--- src/rtl/dma_desc_writer_if.sv ---
`default_nettype none
// +----------------------------------------------------------------------------+
// | Module   : dma_desc_writer_if                                                |
// | Brief    : Descriptor FIFO, data FIFO, memory write and completion signals   |
// | Revision : 1.0                                                               |
// +----------------------------------------------------------------------------+
interface dma_desc_writer_if #(
  parameter int ADDR_W = 32,
  parameter int LEN_W  = 16
);
  logic                    desc_empty;
  logic [LEN_W+ADDR_W-1:0] desc_dout;
  logic                    desc_rd_en;
  logic                    data_empty;
  logic [31:0]             data_dout;
  logic                    data_rd_en;
  logic                    o_mem_wren;
  logic [ADDR_W-1:0]       o_mem_addr;
  logic [31:0]             o_mem_wdata;
  logic [3:0]              o_mem_wstrb;
  logic                    i_mem_ready;
  logic                    o_done_valid;
  logic [LEN_W-1:0]        o_done_len;
  logic                    o_done_err;
  logic [15:0]             o_desc_cnt;

  modport master (
    input  desc_empty, desc_dout, data_empty, data_dout, i_mem_ready,
    output desc_rd_en, data_rd_en, o_mem_wren, o_mem_addr, o_mem_wdata,
           o_mem_wstrb, o_done_valid, o_done_len, o_done_err, o_desc_cnt
  );

  modport slave (
    output desc_empty, desc_dout, data_empty, data_dout, i_mem_ready,
    input  desc_rd_en, data_rd_en, o_mem_wren, o_mem_addr, o_mem_wdata,
           o_mem_wstrb, o_done_valid, o_done_len, o_done_err, o_desc_cnt
  );
endinterface
`default_nettype wire

--- src/rtl/dma_desc_writer.sv ---
`default_nettype none
// +----------------------------------------------------------------------------+
// | Module   : dma_desc_writer                                                   |
// | Brief    : Pops a {len, addr} descriptor, streams its data words to memory   |
// |            and reports one completion record per descriptor                  |
// | Revision : 1.0                                                               |
// +----------------------------------------------------------------------------+
module dma_desc_writer #(
  parameter int ADDR_W  = 32,
  parameter int LEN_W   = 16,
  parameter int TIMEOUT = 1024
) (
  input  wire logic          clk,
  input  wire logic          srst,
  dma_desc_writer_if.master  bus
);

  localparam logic [1:0] c_ST_IDLE  = 2'd0;
  localparam logic [1:0] c_ST_LOAD  = 2'd1;
  localparam logic [1:0] c_ST_WRITE = 2'd2;
  localparam logic [1:0] c_ST_DONE  = 2'd3;
  localparam int         c_TCNT_W   = $clog2(TIMEOUT + 1);

  logic [1:0]          r_state;
  logic [1:0]          w_next;
  logic [ADDR_W-1:0]   r_addr;
  logic [LEN_W-1:0]    r_len;
  logic [LEN_W-1:0]    r_words_left;
  logic [LEN_W-1:0]    r_acc;
  logic [31:0]         r_wdata;
  logic [3:0]          r_wstrb;
  logic                r_wren;
  logic [c_TCNT_W-1:0] r_tcnt;
  logic                r_tmo;
  logic [15:0]         r_desc_cnt;

  logic                w_desc_pop;
  logic                w_slot_free;
  logic                w_accept;
  logic                w_pop;
  logic                w_starve;
  logic                w_tmo_hit;
  logic [LEN_W:0]      w_len_p3;
  logic [LEN_W-1:0]    w_words;
  logic [3:0]          w_last_strb;
  logic [LEN_W+1:0]    w_bytes;

  assign w_desc_pop  = (r_state == c_ST_IDLE) && !bus.desc_empty && !srst;
  assign w_slot_free = !r_wren || bus.i_mem_ready;
  assign w_accept    = r_wren && bus.i_mem_ready;
  assign w_pop       = (r_state == c_ST_WRITE) && w_slot_free && (r_words_left != '0)
                       && !bus.data_empty && !r_tmo;
  assign w_starve    = (r_state == c_ST_WRITE) && (r_words_left != '0)
                       && bus.data_empty && !r_tmo;
  assign w_tmo_hit   = w_starve && (r_tcnt == c_TCNT_W'(TIMEOUT - 1));
  assign w_len_p3    = {1'b0, r_len} + (LEN_W+1)'(3);
  assign w_words     = LEN_W'(w_len_p3 >> 2);
  assign w_bytes     = {r_acc, 2'b00};

  always_comb begin
    case (r_len[1:0])
      2'd1:    w_last_strb = 4'h1;
      2'd2:    w_last_strb = 4'h3;
      2'd3:    w_last_strb = 4'h7;
      default: w_last_strb = 4'hF;
    endcase
  end

  always_ff @(posedge clk or posedge srst) begin
    if (srst) r_state <= c_ST_IDLE;
    else      r_state <= w_next;
  end

  always_comb begin
    w_next = r_state;
    case (r_state)
      c_ST_IDLE:  if (w_desc_pop) w_next = c_ST_LOAD;
      c_ST_LOAD:  w_next = (r_len == '0) ? c_ST_DONE : c_ST_WRITE;
      // A pending write always drains before the descriptor is closed.
      c_ST_WRITE: if (w_slot_free && !w_pop &&
                      ((r_words_left == '0) || r_tmo || w_tmo_hit))
                    w_next = c_ST_DONE;
      default:    w_next = c_ST_IDLE;
    endcase
  end

  always_comb begin
    bus.desc_rd_en   = w_desc_pop;
    bus.data_rd_en   = w_pop;
    bus.o_done_valid = 1'b0;
    bus.o_done_len   = '0;
    bus.o_done_err   = 1'b0;
    if (r_state == c_ST_DONE) begin
      bus.o_done_valid = 1'b1;
      bus.o_done_len   = (w_bytes > {2'b00, r_len}) ? r_len : w_bytes[LEN_W-1:0];
      bus.o_done_err   = r_tmo;
    end
  end

  always_ff @(posedge clk or posedge srst) begin
    if (srst) begin
      r_addr       <= '0;
      r_len        <= '0;
      r_words_left <= '0;
      r_acc        <= '0;
      r_wdata      <= '0;
      r_wstrb      <= '0;
      r_wren       <= 1'b0;
      r_tcnt       <= '0;
      r_tmo        <= 1'b0;
      r_desc_cnt   <= '0;
    end else begin
      if (w_desc_pop) begin
        r_len  <= bus.desc_dout[ADDR_W +: LEN_W];
        r_addr <= bus.desc_dout[ADDR_W-1:0] & ~ADDR_W'(3);
      end
      if (r_state == c_ST_LOAD) begin
        r_words_left <= w_words;
        r_acc        <= '0;
        r_tcnt       <= '0;
        r_tmo        <= 1'b0;
      end
      if (w_accept) begin
        r_addr <= r_addr + ADDR_W'(4);
        r_acc  <= r_acc + LEN_W'(1);
      end
      if (w_pop) begin
        r_wdata      <= bus.data_dout;
        r_wstrb      <= (r_words_left == LEN_W'(1)) ? w_last_strb : 4'hF;
        r_words_left <= r_words_left - LEN_W'(1);
        r_wren       <= 1'b1;
        r_tcnt       <= '0;
      end else if (w_accept) begin
        r_wren <= 1'b0;
      end
      if (w_starve) r_tcnt <= r_tcnt + c_TCNT_W'(1);
      if (w_tmo_hit) r_tmo <= 1'b1;
      // Count moves together with the completion pulse.
      if ((r_state != c_ST_DONE) && (w_next == c_ST_DONE))
        r_desc_cnt <= r_desc_cnt + 16'd1;
    end
  end

  assign bus.o_mem_wren  = r_wren;
  assign bus.o_mem_addr  = r_addr;
  assign bus.o_mem_wdata = r_wdata;
  assign bus.o_mem_wstrb = r_wstrb;
  assign bus.o_desc_cnt  = r_desc_cnt;

endmodule
`default_nettype wire

--- src/flat_wrapper.sv ---
// flat-port wrapper written by rule: the top's interface ports become plain ports
module dma_desc_writer_flat 
#(
  parameter int ADDR_W  = 32,
  parameter int LEN_W   = 16,
  parameter int TIMEOUT = 1024
)
  (clk, srst, bus_desc_empty, bus_desc_dout, bus_data_empty, bus_data_dout, bus_i_mem_ready, bus_desc_rd_en, bus_data_rd_en, bus_o_mem_wren, bus_o_mem_addr, bus_o_mem_wdata, bus_o_mem_wstrb, bus_o_done_valid, bus_o_done_len, bus_o_done_err, bus_o_desc_cnt);
  dma_desc_writer_if #(.ADDR_W(ADDR_W), .LEN_W(LEN_W)) bus_i ();
  input  wire logic clk;
  input  wire logic srst;
  input wire logic [$bits(bus_i.desc_empty)-1:0] bus_desc_empty;
  input wire logic [$bits(bus_i.desc_dout)-1:0] bus_desc_dout;
  input wire logic [$bits(bus_i.data_empty)-1:0] bus_data_empty;
  input wire logic [$bits(bus_i.data_dout)-1:0] bus_data_dout;
  input wire logic [$bits(bus_i.i_mem_ready)-1:0] bus_i_mem_ready;
  output wire logic [$bits(bus_i.desc_rd_en)-1:0] bus_desc_rd_en;
  output wire logic [$bits(bus_i.data_rd_en)-1:0] bus_data_rd_en;
  output wire logic [$bits(bus_i.o_mem_wren)-1:0] bus_o_mem_wren;
  output wire logic [$bits(bus_i.o_mem_addr)-1:0] bus_o_mem_addr;
  output wire logic [$bits(bus_i.o_mem_wdata)-1:0] bus_o_mem_wdata;
  output wire logic [$bits(bus_i.o_mem_wstrb)-1:0] bus_o_mem_wstrb;
  output wire logic [$bits(bus_i.o_done_valid)-1:0] bus_o_done_valid;
  output wire logic [$bits(bus_i.o_done_len)-1:0] bus_o_done_len;
  output wire logic [$bits(bus_i.o_done_err)-1:0] bus_o_done_err;
  output wire logic [$bits(bus_i.o_desc_cnt)-1:0] bus_o_desc_cnt;
  assign bus_i.desc_empty = bus_desc_empty;
  assign bus_i.desc_dout = bus_desc_dout;
  assign bus_i.data_empty = bus_data_empty;
  assign bus_i.data_dout = bus_data_dout;
  assign bus_i.i_mem_ready = bus_i_mem_ready;
  assign bus_desc_rd_en = bus_i.desc_rd_en;
  assign bus_data_rd_en = bus_i.data_rd_en;
  assign bus_o_mem_wren = bus_i.o_mem_wren;
  assign bus_o_mem_addr = bus_i.o_mem_addr;
  assign bus_o_mem_wdata = bus_i.o_mem_wdata;
  assign bus_o_mem_wstrb = bus_i.o_mem_wstrb;
  assign bus_o_done_valid = bus_i.o_done_valid;
  assign bus_o_done_len = bus_i.o_done_len;
  assign bus_o_done_err = bus_i.o_done_err;
  assign bus_o_desc_cnt = bus_i.o_desc_cnt;
  dma_desc_writer #(.ADDR_W(ADDR_W), .LEN_W(LEN_W), .TIMEOUT(TIMEOUT)) u_core (.clk(clk), .srst(srst), .bus(bus_i));
endmodule
--- config.mk ---
export PLATFORM = sky130hd
export DESIGN_NAME = dma_desc_writer_flat
export DESIGN_NICKNAME = d
export VERILOG_FILES = /design/src/rtl/dma_desc_writer_if.sv /design/src/rtl/dma_desc_writer.sv /design/src/flat_wrapper.sv
export SDC_FILE = /design/constraint.sdc
export NUM_CORES = 1
export LEC_CHECK = 0
export CAP_MARGIN = 20
export CORE_UTILIZATION = 64
export DETAILED_ROUTE_END_ITERATION = 6
export DONT_BUFFER_PORTS = 1
export GPL_TIMING_DRIVEN = 1
export PLACE_DENSITY = 0.8
export SYNTH_ARGS = -nofsm -noshare
export SYNTH_HDL_FRONTEND = slang
export SYNTH_SLANG_ARGS = --single-unit
export TNS_END_PERCENT = 5
--- constraint.sdc ---
create_clock -name clk -period 6.59 [get_ports clk]
set_clock_uncertainty 0.2 [all_clocks]
set_input_delay 0.9885 -clock clk [delete_from_list [all_inputs] [get_ports clk]]
set_output_delay 0.9885 -clock clk [all_outputs]
set_load 0.05 [all_outputs]
* Yosys cells after proc, flatten, opt, wreduce, memory -nomap -nowiden
Index checks and enable logic that the tools add are counted.
** Word-level totals
- Flip-flop bits (word level) :: 147
- Input port bits :: 85
- Output and inout bits :: 105
- Logic and storage cells :: 84
** Cells by class
- $add $sub $neg :: 6
- Magnitude comparators :: 1
- Eq/ne operators :: 10
- Muxes and demuxes :: 23
- Reduce and logical (&&, ||, !) cells :: 33
** Operator list (count)
- $mux W16 :: 6
- $mux W32 :: 2
- $mux W11 :: 3
- $add A16 B1 Y16 const B :: 2
- $add A32 B3 Y32 const B :: 1
- $logic_not A16 Y1 :: 2
- $gt A18 B16 Y1 :: 1
- $add A16 B2 Y17 const B :: 1
- $eq A16 B1 Y1 const B :: 1
- $reduce_bool A16 Y1 :: 1
- $sub A16 B1 Y16 const B :: 1
- $logic_and A1 B1 Y1 :: 14
- $pmux W4 S3 :: 1
- $add A11 B1 Y11 const B :: 1
- $eq A11 B10 Y1 const B :: 1
- $eq A2 B2 Y1 const B :: 5
- $reduce_bool A2 Y1 :: 5
- $mux W1 :: 7
- $logic_not A1 Y1 :: 6
- $pmux W2 S3 :: 1
- $eq A2 B1 Y1 const B :: 2
- $mux W2 :: 2
- $mux W4 :: 1
- $logic_or A1 B1 Y1 :: 3
- other kinds (3) :: 3

* Depth between registers and ports, before layout
Gate-level depths: netlist (run 1).
- Word-level depth :: 13
- Mapped depth :: 10
- Depth with buffers taken out :: 8

* Worst setup path before layout (run 1)
Ideal clock, no wire load.
- Path type :: register -> output
- From :: reg u_core.r_len[12]
- To :: out bus_o_done_len[10]
- Data arrival time :: 2.900 ns
- Data required time :: 5.401 ns
- Setup slack :: 2.502 ns
- Cell stages (with the launch flop) :: 10
- Path buffers :: 2
- Path through :: dfrtp_1 clkbuf_1 inv_1 ha_1 nand3_1 nor4_1 nor4_1 a211oi_2 buf_4 mux2i_1
** On the way
- Word-level cells in the longest chain between the ends :: 3
** RTL lines
- from (decl) :: RTL line dma_desc_writer.sv:27 : logic [LEN_W-1:0] r_len;
- from (signal assigned) :: RTL line dma_desc_writer.sv:114 : r_len <= bus.desc_dout[ADDR_W +: LEN_W];
- $gt A18 B16 Y1 :: RTL line dma_desc_writer.sv:95 : bus.o_done_len = (w_bytes > {2'b00, r_len}) ? r_len : w_bytes[LEN_W-1:0];
- $mux W16 :: RTL line dma_desc_writer.sv:95
- $mux W16 :: RTL line dma_desc_writer.sv:93 : if (r_state == c_ST_DONE) begin
- to (decl) :: RTL line flat_wrapper.sv:24 : output wire logic [$bits(bus_i.o_done_len)-1:0] bus_o_done_len;
Every way passes these cells.

* Final worst setup path (run 1)
- From :: reg u_core.r_len[13]
- To :: out bus_o_done_len[10]
The elaborated chain is that of the path after synthesis.

==> summary.json, run 1 <==
{
  "grt_use_total": {"value": 32.7, "unit": "%"},
  "stdcell_count": {"value": 1080},
  "share_of_the_yosys_chip_area_belonging_to_registers": {"value": 44.6, "unit": "%"},
  "r2r_start": {"value": "u_core.bus.o_mem_wren"},
  "max_freq": {"value": 228, "unit": "MHz"},
  "design.core.area": {"value": 12200, "unit": "sq um"},
  "layout.nets": {"value": 1010},
  "required": {"value": 5400, "unit": "ps"},
  "tritoncts": {"value": "yes"},
  "chipHeight": {"value": 115, "unit": "microns"},
  "rr_worst_depth": {"value": 5},
  "leakagePower": {"value": 3.67, "unit": "nW"},
  "timing.critical_path.cells": {"value": "inv_1 -> ha_1 -> nand3_1 -> nor4_1 -> nor4_1 -> a211oi_2 -> buf_4 -> mux2i_1 -> buf_4"},
  "grt-ovfl-total": {"value": 0},
  "netlist-cell-type-count": {"value": 73},
  "power_per_cell_area": {"value": 514, "unit": "nW/um^2"},
  "violations": {"value": "design-rule violations"},
  "outcome": {"value": "complete, but fails checks"},
  "worst_slew_margin_relative_to_its_limit": {"value": 35.9, "unit": "%"},
  "cts.clk_slew.worst_paths": {"value": 60, "unit": "ps"},
  "detail_route.wl_per_cell": {"value": 19.8, "unit": "microns"},
  "yosys_register_bits": {"value": 145},
  "clock_insertion_delay_worst_skew": {"value": 430, "unit": "ps"},
  "tightest_slew": {"value": 961, "unit": "ps"},
  "layout.core_utilization": {"value": 72.8, "unit": "%"},
  "critPathKind": {"value": "reg -> out"},
  "final.setup.worst_slack": {"value": 2210, "unit": "ps"},
  "initialDrtViolationCount": {"value": 755},
  "chipWidth": {"value": 115, "unit": "microns"},
  "gp_routability_congestion": {"value": 0.903},
  "dp_worst_setup_slack": {"value": 2700, "unit": "ps"},
  "layout_commonest_cell": {"value": "nand2_1"},
  "synth_enable_flop_cells": {"value": 0},
  "maxSlewViolCount": {"value": 0},
  "cp_slowest_cell": {"value": "dfrtp_1"},
  "fill_cells": {"value": 913},
  "timing.setup.tns": {"value": 0, "unit": "ps"},
  "cts_inserted_buffers": {"value": 17},
  "vias": {"value": 7203},
  "hold_viol": {"value": 0},
  "syn-mean-instance-area": {"value": 9.00, "unit": "sq um"},
  "num_io_pins": {"value": 190},
  "irDropWorstVdd": {"value": 0.359, "unit": "mV"},
  "cts_post_setup_buffers_inserted": {"value": 0},
  "rr_endpoint": {"value": "u_core.r_acc[13]"},
  "grt_first_pass_wirelength": {"value": 33200, "unit": "microns"},
  "report.final.setup_viol": {"value": 0},
  "rsz0062_at_grt": {"value": "no"},
  "layout_overhead_on_the_synthesized_area": {"value": 9.24, "unit": "%"},
  "crit_path_start_kind": {"value": "flop"},
  "detail_route.wirelength": {"value": 21400, "unit": "microns"},
  "drt-pass1-iter-count": {"value": 7},
  "setup.reg_to_reg.worst_slack": {"value": 3260, "unit": "ps"},
  "clock_tree.htree_level_count": {"value": 4},
  "postSynthCellCount": {"value": 904},
  "grt_max_degree": {"value": 78},
  "maxCapViolCount": {"value": 0},
  "cts_hold_fix_bufs": {"value": 0},
  "critical_path_arrival": {"value": 3190, "unit": "ps"},
  "most-common-layout-cells": {"value": "nand2_1, dfrtp_1, nand3_1, o21ai_0, nor2_1"},
  "clock_path_buffers": {"value": 2},
  "clock_sinks": {"value": 145},
  "dpl.hpwl": {"value": 14700, "unit": "microns"},
  "syn_area": {"value": 8140, "unit": "sq um"},
  "hp-class": {"value": "in -> async"},
  "placementRows": {"value": 40},
  "remaining_drc_errors": {"value": 6},
  "cpLargestDelayFamily": {"value": "buffers and inverters"},
  "detail-route-antenna-nets": {"value": 0},
  "grt_pass1_vias": {"value": 6706},
  "critical_path.endpoint_type": {"value": "primary output"},
  "yosysWarnings": {"value": 0},
  "ys.flop_type": {"value": "dfrtp_1"},
  "cp-startpoint": {"value": "u_core.r_len[13]"},
  "seqCellArea": {"value": 3630, "unit": "sq um"},
  "finalCriticalPeriod": {"value": 4380, "unit": "ps"},
  "antenna_cells": {"value": 0},
  "asyncSetResetFlopFracSynth": {"value": 100, "unit": "%"},
  "critPathBufInv": {"value": 3},
  "detail_route.vias_per_cell": {"value": 6.67},
  "final.period_utilization": {"value": 66.5, "unit": "%"},
  "inst_count_dp": {"value": 1047},
  "max_stage_delay": {"value": 460, "unit": "ps"},
  "grt_antenna_before_repair": {"value": 0},
  "fp.dieArea": {"value": 13200, "unit": "sq um"},
  "final_layout_size_suffix_gt1_share": {"value": 9.65, "unit": "%"},
  "cts_root_buffer": {"value": "clkbuf_16"},
  "cts_repair_resize_count": {"value": 0},
  "start_util": {"value": 66.6, "unit": "%"},
  "place.port_buffers": {"value": 0},
  "multi_input_area": {"value": 4180, "unit": "sq um"},
  "cp_max_fo": {"value": 14}
}
[state kept, by name, indices dropped and copies added, names as in the netlist]
signal,flops
u_core.bus.o_mem_addr,30
u_core.r_tcnt,11
u_core.bus.o_mem_wren,1
u_core.r_words_left,16
u_core.bus.o_mem_wstrb,4
u_core.r_acc,16
u_core.r_state,2
u_core.bus.o_mem_wdata,32
u_core.r_len,16
u_core.r_tmo,1
u_core.bus.o_desc_cnt,16
[cell type report]
type                    count  share of cell area, %
flip-flops and latches    145                   40.8
multi-input cells         679                   47.0
repair buffers             20                   1.83
well taps                 168                   2.36
inverters                  36                   1.58
clock buffers              23                   5.49
clock inverters             9                  0.915
[stage by stage]
stage               total power, mW  area (sq um)  hold slack, ps
floorplan                      3.26          8140             251
global placement               3.51          8290             272
detailed placement             3.62          8300             278
CTS                            4.55          8870             294
global route                   4.80          8890             348
finish                         4.57          8890             288
[synth_stat cells (all sizes together), types with 16 or more instances]
| library cell | count | share of area, % |
|---|---|---|
| a211oi | 16 | 1.5 |
| a21oi | 35 | 2.2 |
| and3 | 17 | 1.3 |
| buf | 19 | 1.2 |
| clkbuf | 26 | 1.2 |
| dfrtp | 145 | 45 |
| ha | 26 | 4.0 |
| inv | 36 | 1.7 |
| mux2i | 19 | 2.3 |
| nand2 | 196 | 9.0 |
| nand3 | 57 | 3.5 |
| nor2 | 44 | 2.0 |
| nor3 | 25 | 1.6 |
| o21ai | 46 | 2.8 |
| xor2 | 16 | 1.7 |
[power breakdown]
| group | internal, mW | leakage (nW) | switching [mW] |
|---|---|---|---|
| Sequential | 1.20 | 1.72 | 1.13 |
| Clock | 0.556 | 0.275 | 0.369 |
| Combinational | 0.483 | 1.68 | 0.836 |
[worst max path at each step]
| stage | cells after the start | endpoint | slack (ps) |
|---|---|---|---|
| after floorplan | 1 | u_core.bus.o_desc_cnt[0] | 1510 |
| after global placement | 7 | bus_o_done_len[11] | 2650 |
| after detailed placement | 9 | bus_o_done_len[10] | 2700 |
| after CTS | 9 | bus_o_done_len[10] | 2220 |
| after global routing | 9 | bus_o_done_len[10] | 1970 |
| final | 9 | bus_o_done_len[10] | 2210 |
[cells by family after synthesis]
kind of cell    count (synthesis)  synth area share, %
compound gates                186                 16.6
flops                         145                 44.6
mux                            21                 2.61
buf+inv                        81                 4.11
other cells                     1               0.0461
fa+ha+maj                      26                 4.00
xor+xnor                       31                 3.34
simple gates                  413                 24.7
[routing by layer]
metal | vias up | track usage, % | wire length (microns)
met1 | 3518 | 40.7 | 8420
li1 | 3254 | - | -
met3 | 62 | 8.38 | 1710
met2 | 369 | 53.7 | 10600
met5 | - | 0 | 0
met4 | 0 | 15.8 | 711
No activity file was read; power rests on OpenSTA's default activity.
==> inputs of run 2 (changes only) <==
--- a/config.mk
+++ b/config.mk
@@ -6,11 +6,11 @@
 export NUM_CORES = 1
 export LEC_CHECK = 0
 export CAP_MARGIN = 20
-export CORE_UTILIZATION = 64
+export CORE_UTILIZATION = 58
 export DETAILED_ROUTE_END_ITERATION = 6
 export DONT_BUFFER_PORTS = 1
 export GPL_TIMING_DRIVEN = 1
-export PLACE_DENSITY = 0.8
+export PLACE_DENSITY = 0.76
 export SYNTH_ARGS = -nofsm -noshare
 export SYNTH_HDL_FRONTEND = slang
 export SYNTH_SLANG_ARGS = --single-unit
==> constraint.sdc (replaced) <==
create_clock -name clk -period 3.8 [get_ports clk]
set_clock_uncertainty 0.2 [all_clocks]
set_input_delay 0.57 -clock clk [delete_from_list [all_inputs] [get_ports clk]]
set_output_delay 0.57 -clock clk [all_outputs]
set_load 0.05 [all_outputs]
==> summary.json, run 2 (synthesis results as in run 1) <==
{
  "outcome": {"value": "finished, final reports clean"},
  "detail_route.wirelength": {"value": 21000, "unit": "microns"},
  "cts_root_buffer": {"value": "clkbuf_16"},
  "max_freq": {"value": 272, "unit": "MHz"},
  "timing.setup.tns": {"value": 0, "unit": "ps"},
  "rr_endpoint": {"value": "u_core.bus.o_desc_cnt[15]"},
  "required": {"value": 3030, "unit": "ps"},
  "chipWidth": {"value": 120, "unit": "microns"},
  "critPathKind": {"value": "reg -> out"},
  "net_switching_fraction_of_the_power": {"value": 52.0, "unit": "%"},
  "most-common-layout-cells": {"value": "nand2_1, dfrtp_1, nand3_1, o21ai_0, nor2_1"},
  "hold_viol": {"value": 0},
  "cp_max_fo": {"value": 16},
  "detail_route.wl_per_cell": {"value": 19.1, "unit": "microns"},
  "placementRows": {"value": 42},
  "grt_use_total": {"value": 29.8, "unit": "%"},
  "grt_max_degree": {"value": 58},
  "min_to": {"value": "u_core.bus.o_mem_wdata[7]"},
  "hp-class": {"value": "in -> reg"},
  "crit_path_start_kind": {"value": "flop"},
  "cellInternalPower": {"value": 3.81, "unit": "mW"},
  "detail_route.vias_per_cell": {"value": 6.35},
  "clock_path_buffers": {"value": 2},
  "detail-route-antenna-nets": {"value": 0},
  "maxSlewViolCount": {"value": 0},
  "sequential_group_share_of_total_power": {"value": 50.4, "unit": "%"},
  "initialDrtViolationCount": {"value": 585},
  "chipHeight": {"value": 120, "unit": "microns"},
  "fill_cells": {"value": 1067},
  "worst_slew_margin_relative_to_its_limit": {"value": 33.8, "unit": "%"},
  "cts.clk_slew.worst_paths": {"value": 70, "unit": "ps"},
  "holdCritStartpoint": {"value": "bus_data_dout[7]"},
  "irDropWorstVdd": {"value": 0.475, "unit": "mV"},
  "antenna_cells": {"value": 0},
  "largest_register_ff_count": {"value": 32},
  "layout.nets": {"value": 1022},
  "clock_sinks": {"value": 145},
  "worstHoldPathCells": {"value": 2},
  "tightest_slew": {"value": 989, "unit": "ps"},
  "final.period_utilization": {"value": 96.7, "unit": "%"},
  "pwr-share-comb": {"value": 29.6, "unit": "%"},
  "power_per_cell_area": {"value": 880, "unit": "nW/um^2"},
  "layout_overhead_on_the_synthesized_area": {"value": 10.9, "unit": "%"},
  "final_layout_size_suffix_gt1_share": {"value": 11.7, "unit": "%"},
  "rsz0062_at_grt": {"value": "no"},
  "critical_path_arrival": {"value": 2910, "unit": "ps"},
  "report.final.setup_viol": {"value": 0},
  "num_io_pins": {"value": 190},
  "critical_path.endpoint_type": {"value": "primary output"},
  "stdcell_count": {"value": 1100},
  "grt_antenna_before_repair": {"value": 0},
  "clock_tree.htree_level_count": {"value": 4},
  "finalCriticalPeriod": {"value": 3680, "unit": "ps"},
  "dpl.hpwl": {"value": 15100, "unit": "microns"},
  "grt-ovfl-total": {"value": 0},
  "grt_first_pass_wirelength": {"value": 33900, "unit": "microns"},
  "maxCapViolCount": {"value": 0},
  "layout.core_utilization": {"value": 67.1, "unit": "%"},
  "drt-pass1-iter-count": {"value": 7},
  "pwr-share-clk": {"value": 20.1, "unit": "%"},
  "netSwitchingPower": {"value": 4.13, "unit": "mW"},
  "r2r_start": {"value": "u_core.r_len[1]"},
  "design.core.area": {"value": 13500, "unit": "sq um"},
  "cts_inserted_buffers": {"value": 17},
  "setup.reg_to_reg.worst_slack": {"value": 790, "unit": "ps"},
  "layout_commonest_cell": {"value": "nand2_1"},
  "start_util": {"value": 60.5, "unit": "%"},
  "tritoncts": {"value": "yes"},
  "rr_worst_depth": {"value": 7},
  "fp.dieArea": {"value": 14500, "unit": "sq um"},
  "clock_insertion_delay_worst_skew": {"value": 430, "unit": "ps"},
  "vias": {"value": 6984},
  "gp_routability_congestion": {"value": 0.897},
  "place.port_buffers": {"value": 0},
  "grt_pass1_vias": {"value": 6734},
  "inst_count_dp": {"value": 1066},
  "leakagePower": {"value": 3.74, "unit": "nW"},
  "remaining_drc_errors": {"value": 0}
}
[run 2: cell types whose count changed in the layout (fill, tap and decap cells not counted), moves of 3 or more]
cell / delta
dfrtp_2: +3
inv_6: +8
buf_4: +8
dfrtp_1: -3
clkbuf_8: -3
[run 2: final cells by class]
cell class              count  area [sq um]  share of cell area (%)
clock buffers              18           439                    4.87
inverters                  36           139                    1.54
well taps                 176           220                    2.44
repair buffers             32           284                    3.15
clock inverters            14           118                    1.30
flip-flops and latches    145          3630                    40.3
multi-input cells         679          4190                    46.4
[run 2: power by group through the flow]
stage | Sequential [mW] | Combinational (mW) | Clock [mW]
6_report | 4.00 | 2.35 | 1.60
5_1_grt | 4.08 | 2.62 | 1.68
4_1_cts | 3.98 | 2.33 | 1.61
3_5_place_dp | 4.01 | 2.32 | 0
3_3_place_gp | 3.97 | 2.18 | 0
2_1_floorplan | 3.82 | 1.83 | 0
[run 2: worst max-delay path by stage]
stage	endpoint	depth (start not counted)	start
after global routing	bus_o_done_len[8]	9	u_core.r_len[15]
after detailed placement	bus_o_done_len[0]	8	u_core.r_len[13]
after floorplan	bus_o_done_len[10]	9	u_core.r_len[12]
after global placement	bus_o_done_len[7]	9	u_core.r_len[2]
after CTS	bus_o_done_len[0]	8	u_core.r_len[13]
final	bus_o_done_len[8]	9	u_core.r_len[15]
[run 2: per-layer routing]
metal  GRT usage (%)  part of all wire, %
met1            37.5                   41
met4            10.5                  2.1
met2            49.7                   50
met3            7.78                  6.1
met5               0                    0
[run 2: critical path: stages, from the launching register on]
cell      delay [ps]
dfrtp_1          410
inv_1            130
ha_1             320
nand3_1          140
or4_1            560
nor2_2           160
a211oi_2          60
buf_6            190
mux2i_1          250
buf_4            250
[run 2: per-stage QoR]
| stage | power [mW] | worst slack [ps] | hold slack (ps) | cell area [sq um] |
|---|---|---|---|---|
| global placement | 6.15 | 560 | 290 | 8420 |
| global route | 8.37 | 20.8 | 30.4 | 9020 |
| floorplan | 5.65 | 130 | 251 | 8150 |
| detailed placement | 6.33 | 553 | 299 | 8420 |
| finish | 7.94 | 124 | 36.1 | 9020 |
| CTS | 7.92 | 72.4 | 24.8 | 8970 |
[run 2: timing repair]
item | CTS | global route
resized for setup | 0 | 8
buffers inserted | 0 | 0
endpoints found under the hold margin | 0 | 88
endpoints found under the setup margin | 0 | 7
hold buffers | 0 | 1
==> inputs of run 3 (changes only) <==
--- a/config.mk
+++ b/config.mk
@@ -6,11 +6,11 @@
 export NUM_CORES = 1
 export LEC_CHECK = 0
 export CAP_MARGIN = 20
-export CORE_UTILIZATION = 58
+export CORE_UTILIZATION = 46
 export DETAILED_ROUTE_END_ITERATION = 6
-export DONT_BUFFER_PORTS = 1
 export GPL_TIMING_DRIVEN = 1
-export PLACE_DENSITY = 0.76
+export PLACE_DENSITY = 0.77
+export SLEW_MARGIN = 20
 export SYNTH_ARGS = -nofsm -noshare
 export SYNTH_HDL_FRONTEND = slang
 export SYNTH_SLANG_ARGS = --single-unit
==> summary.json, run 3 (synthesis results as in run 1) <==
{
  "critical_path_arrival": {"value": 2800, "unit": "ps"},
  "most-common-layout-cells": {"value": "nand2_1, clkdlybuf4s50_1, dfrtp_1, nand3_1, buf_4"},
  "antenna_cells": {"value": 0},
  "layout_overhead_on_the_synthesized_area": {"value": 38.6, "unit": "%"},
  "layout.core_utilization": {"value": 65.2, "unit": "%"},
  "wl_met3": {"value": 1200, "unit": "microns"},
  "largest_register_ff_count": {"value": 32},
  "multi_input_area": {"value": 4190, "unit": "sq um"},
  "detail_route.wirelength": {"value": 22700, "unit": "microns"},
  "power_per_cell_area": {"value": 803, "unit": "nW/um^2"},
  "crit_path_start_kind": {"value": "flop"},
  "place.port_buffers": {"value": 185},
  "total_power": {"value": 9.06, "unit": "mW"},
  "final_layout_size_suffix_gt1_share": {"value": 12.6, "unit": "%"},
  "start_util": {"value": 47.0, "unit": "%"},
  "vias": {"value": 7761},
  "remaining_drc_errors": {"value": 0},
  "detail_route.wl_per_cell": {"value": 16.8, "unit": "microns"},
  "grt_antenna_before_repair": {"value": 0},
  "detail_route.vias_per_cell": {"value": 5.72},
  "fill_cells": {"value": 1443},
  "maxCapViolCount": {"value": 0},
  "top_layer": {"value": "met4"},
  "cts_hold_fix_bufs": {"value": 0},
  "max_freq": {"value": 280, "unit": "MHz"},
  "tightest_slew": {"value": 898, "unit": "ps"},
  "rsz0062_at_grt": {"value": "no"},
  "chipWidth": {"value": 135, "unit": "microns"},
  "irDropWorstVdd": {"value": 0.504, "unit": "mV"},
  "setup.reg_to_reg.worst_slack": {"value": 910, "unit": "ps"},
  "grt-ovfl-total": {"value": 0},
  "chipHeight": {"value": 135, "unit": "microns"},
  "gp_routability_congestion": {"value": 0.861},
  "critPathKind": {"value": "reg -> out"},
  "tritoncts": {"value": "yes"},
  "hold_viol": {"value": 0},
  "cts.clk_slew.worst_paths": {"value": 60, "unit": "ps"},
  "leakagePower": {"value": 4.65, "unit": "nW"},
  "hp-class": {"value": "reg -> reg"},
  "fp.dieArea": {"value": 18200, "unit": "sq um"},
  "layout.nets": {"value": 1229},
  "worst_slew_margin_relative_to_its_limit": {"value": 40.0, "unit": "%"},
  "dpl.hpwl": {"value": 16400, "unit": "microns"},
  "clock_insertion_delay_worst_skew": {"value": 430, "unit": "ps"},
  "drt-pass1-iter-count": {"value": 5},
  "cts_inserted_buffers": {"value": 17},
  "clock_path_buffers": {"value": 2},
  "finalCriticalPeriod": {"value": 3570, "unit": "ps"},
  "cts_root_buffer": {"value": "clkbuf_16"},
  "num_io_pins": {"value": 190},
  "grt_first_pass_wirelength": {"value": 36700, "unit": "microns"},
  "initialDrtViolationCount": {"value": 506},
  "layout_commonest_cell": {"value": "nand2_1"},
  "maxSlewViolCount": {"value": 0},
  "grt_pass1_vias": {"value": 7323},
  "outcome": {"value": "finished, final reports clean"},
  "wl_met2": {"value": 11000, "unit": "microns"},
  "cp_max_fo": {"value": 11},
  "required": {"value": 3030, "unit": "ps"},
  "critical_path.endpoint_type": {"value": "primary output"},
  "placementRows": {"value": 48},
  "report.final.setup_viol": {"value": 0},
  "grt_use_total": {"value": 25.4, "unit": "%"},
  "seqCellArea": {"value": 3630, "unit": "sq um"},
  "clock_sinks": {"value": 145},
  "final.period_utilization": {"value": 93.9, "unit": "%"},
  "design.core.area": {"value": 17300, "unit": "sq um"},
  "hold_ws": {"value": 263, "unit": "ps"},
  "wl_met1": {"value": 9960, "unit": "microns"},
  "grt_max_degree": {"value": 55},
  "clock_tree.htree_level_count": {"value": 4},
  "detail-route-antenna-nets": {"value": 0}
}
## run 3: cell types whose count changed in the layout (fill, tap and decap cells not counted), moves of 2 or more
cell,change
clkinv_2,-2
and3_1,+2
inv_6,-2
dfrtp_2,-3
clkdlybuf4s50_1,+167
clkinvlp_4,+2
and3_2,-2
buf_4,+27
buf_12,+15
bufinv_16,+2
dfrtp_1,+3
## run 3: area by class of cell
cell class              count  share of cell area (%)
repair buffers            239                    21.6
well taps                 225                    2.50
flip-flops and latches    145                    32.2
clock inverters            14                    1.46
multi-input cells         679                    37.1
clock buffers              18                    3.89
inverters                  36                    1.23
## run 3: repair_timing
action | in CTS | in global routing
endpoints found under the setup margin | 16 | 0
buffers inserted | 1 | 0
gates resized for setup | 1 | 0
endpoints found under the hold margin | 0 | 0
## run 3: critical path, cell delays in order, from the launching register on
cell	delay, ps
dfrtp_1	370
inv_1	70
ha_1	290
nand3_1	110
or4_1	520
nor2_1	240
a211oi_4	90
buf_12	180
mux2i_1	310
buf_12	190
## run 3: where the power goes
group	switching (mW)	internal (mW)
Sequential	0.537	2.10
Combinational	3.00	1.68
Clock	0.733	1.01
## run 3: through the flow
stage               setup TNS, ps  area [sq um]  setup WS [ps]  instances
floorplan                       0          8150            130        905
global placement                0         10600           39.5       1323
detailed placement           -174         10600          -47.8       1323
CTS                             0         11300            226       1356
global route                    0         11300           70.5       1356
finish                          0         11300            233       1356
## run 3: final timing paths
path,startpoint,cells past startpoint,end
worst max register to register,u_core.r_words_left[0],8,u_core.r_words_left[13]
max in group asynchronous,srst,3,u_core.bus.o_mem_addr[21]
worst min-delay path,u_core.bus.o_mem_wstrb[0],1,u_core.bus.o_mem_wstrb[0]
worst max-delay path,u_core.r_len[15],9,bus_o_done_len[5]
worst min register to register,u_core.bus.o_mem_wstrb[0],1,u_core.bus.o_mem_wstrb[0]
min in group asynchronous,srst,2,u_core.bus.o_desc_cnt[12]
## run 3: layer usage
layer  vias to the layer above  GRT usage, %
met5                         -             0
met3                        40          4.02
met2                       289          41.9
li1                       3688             -
met1                      3744          33.8
met4                         0          9.43
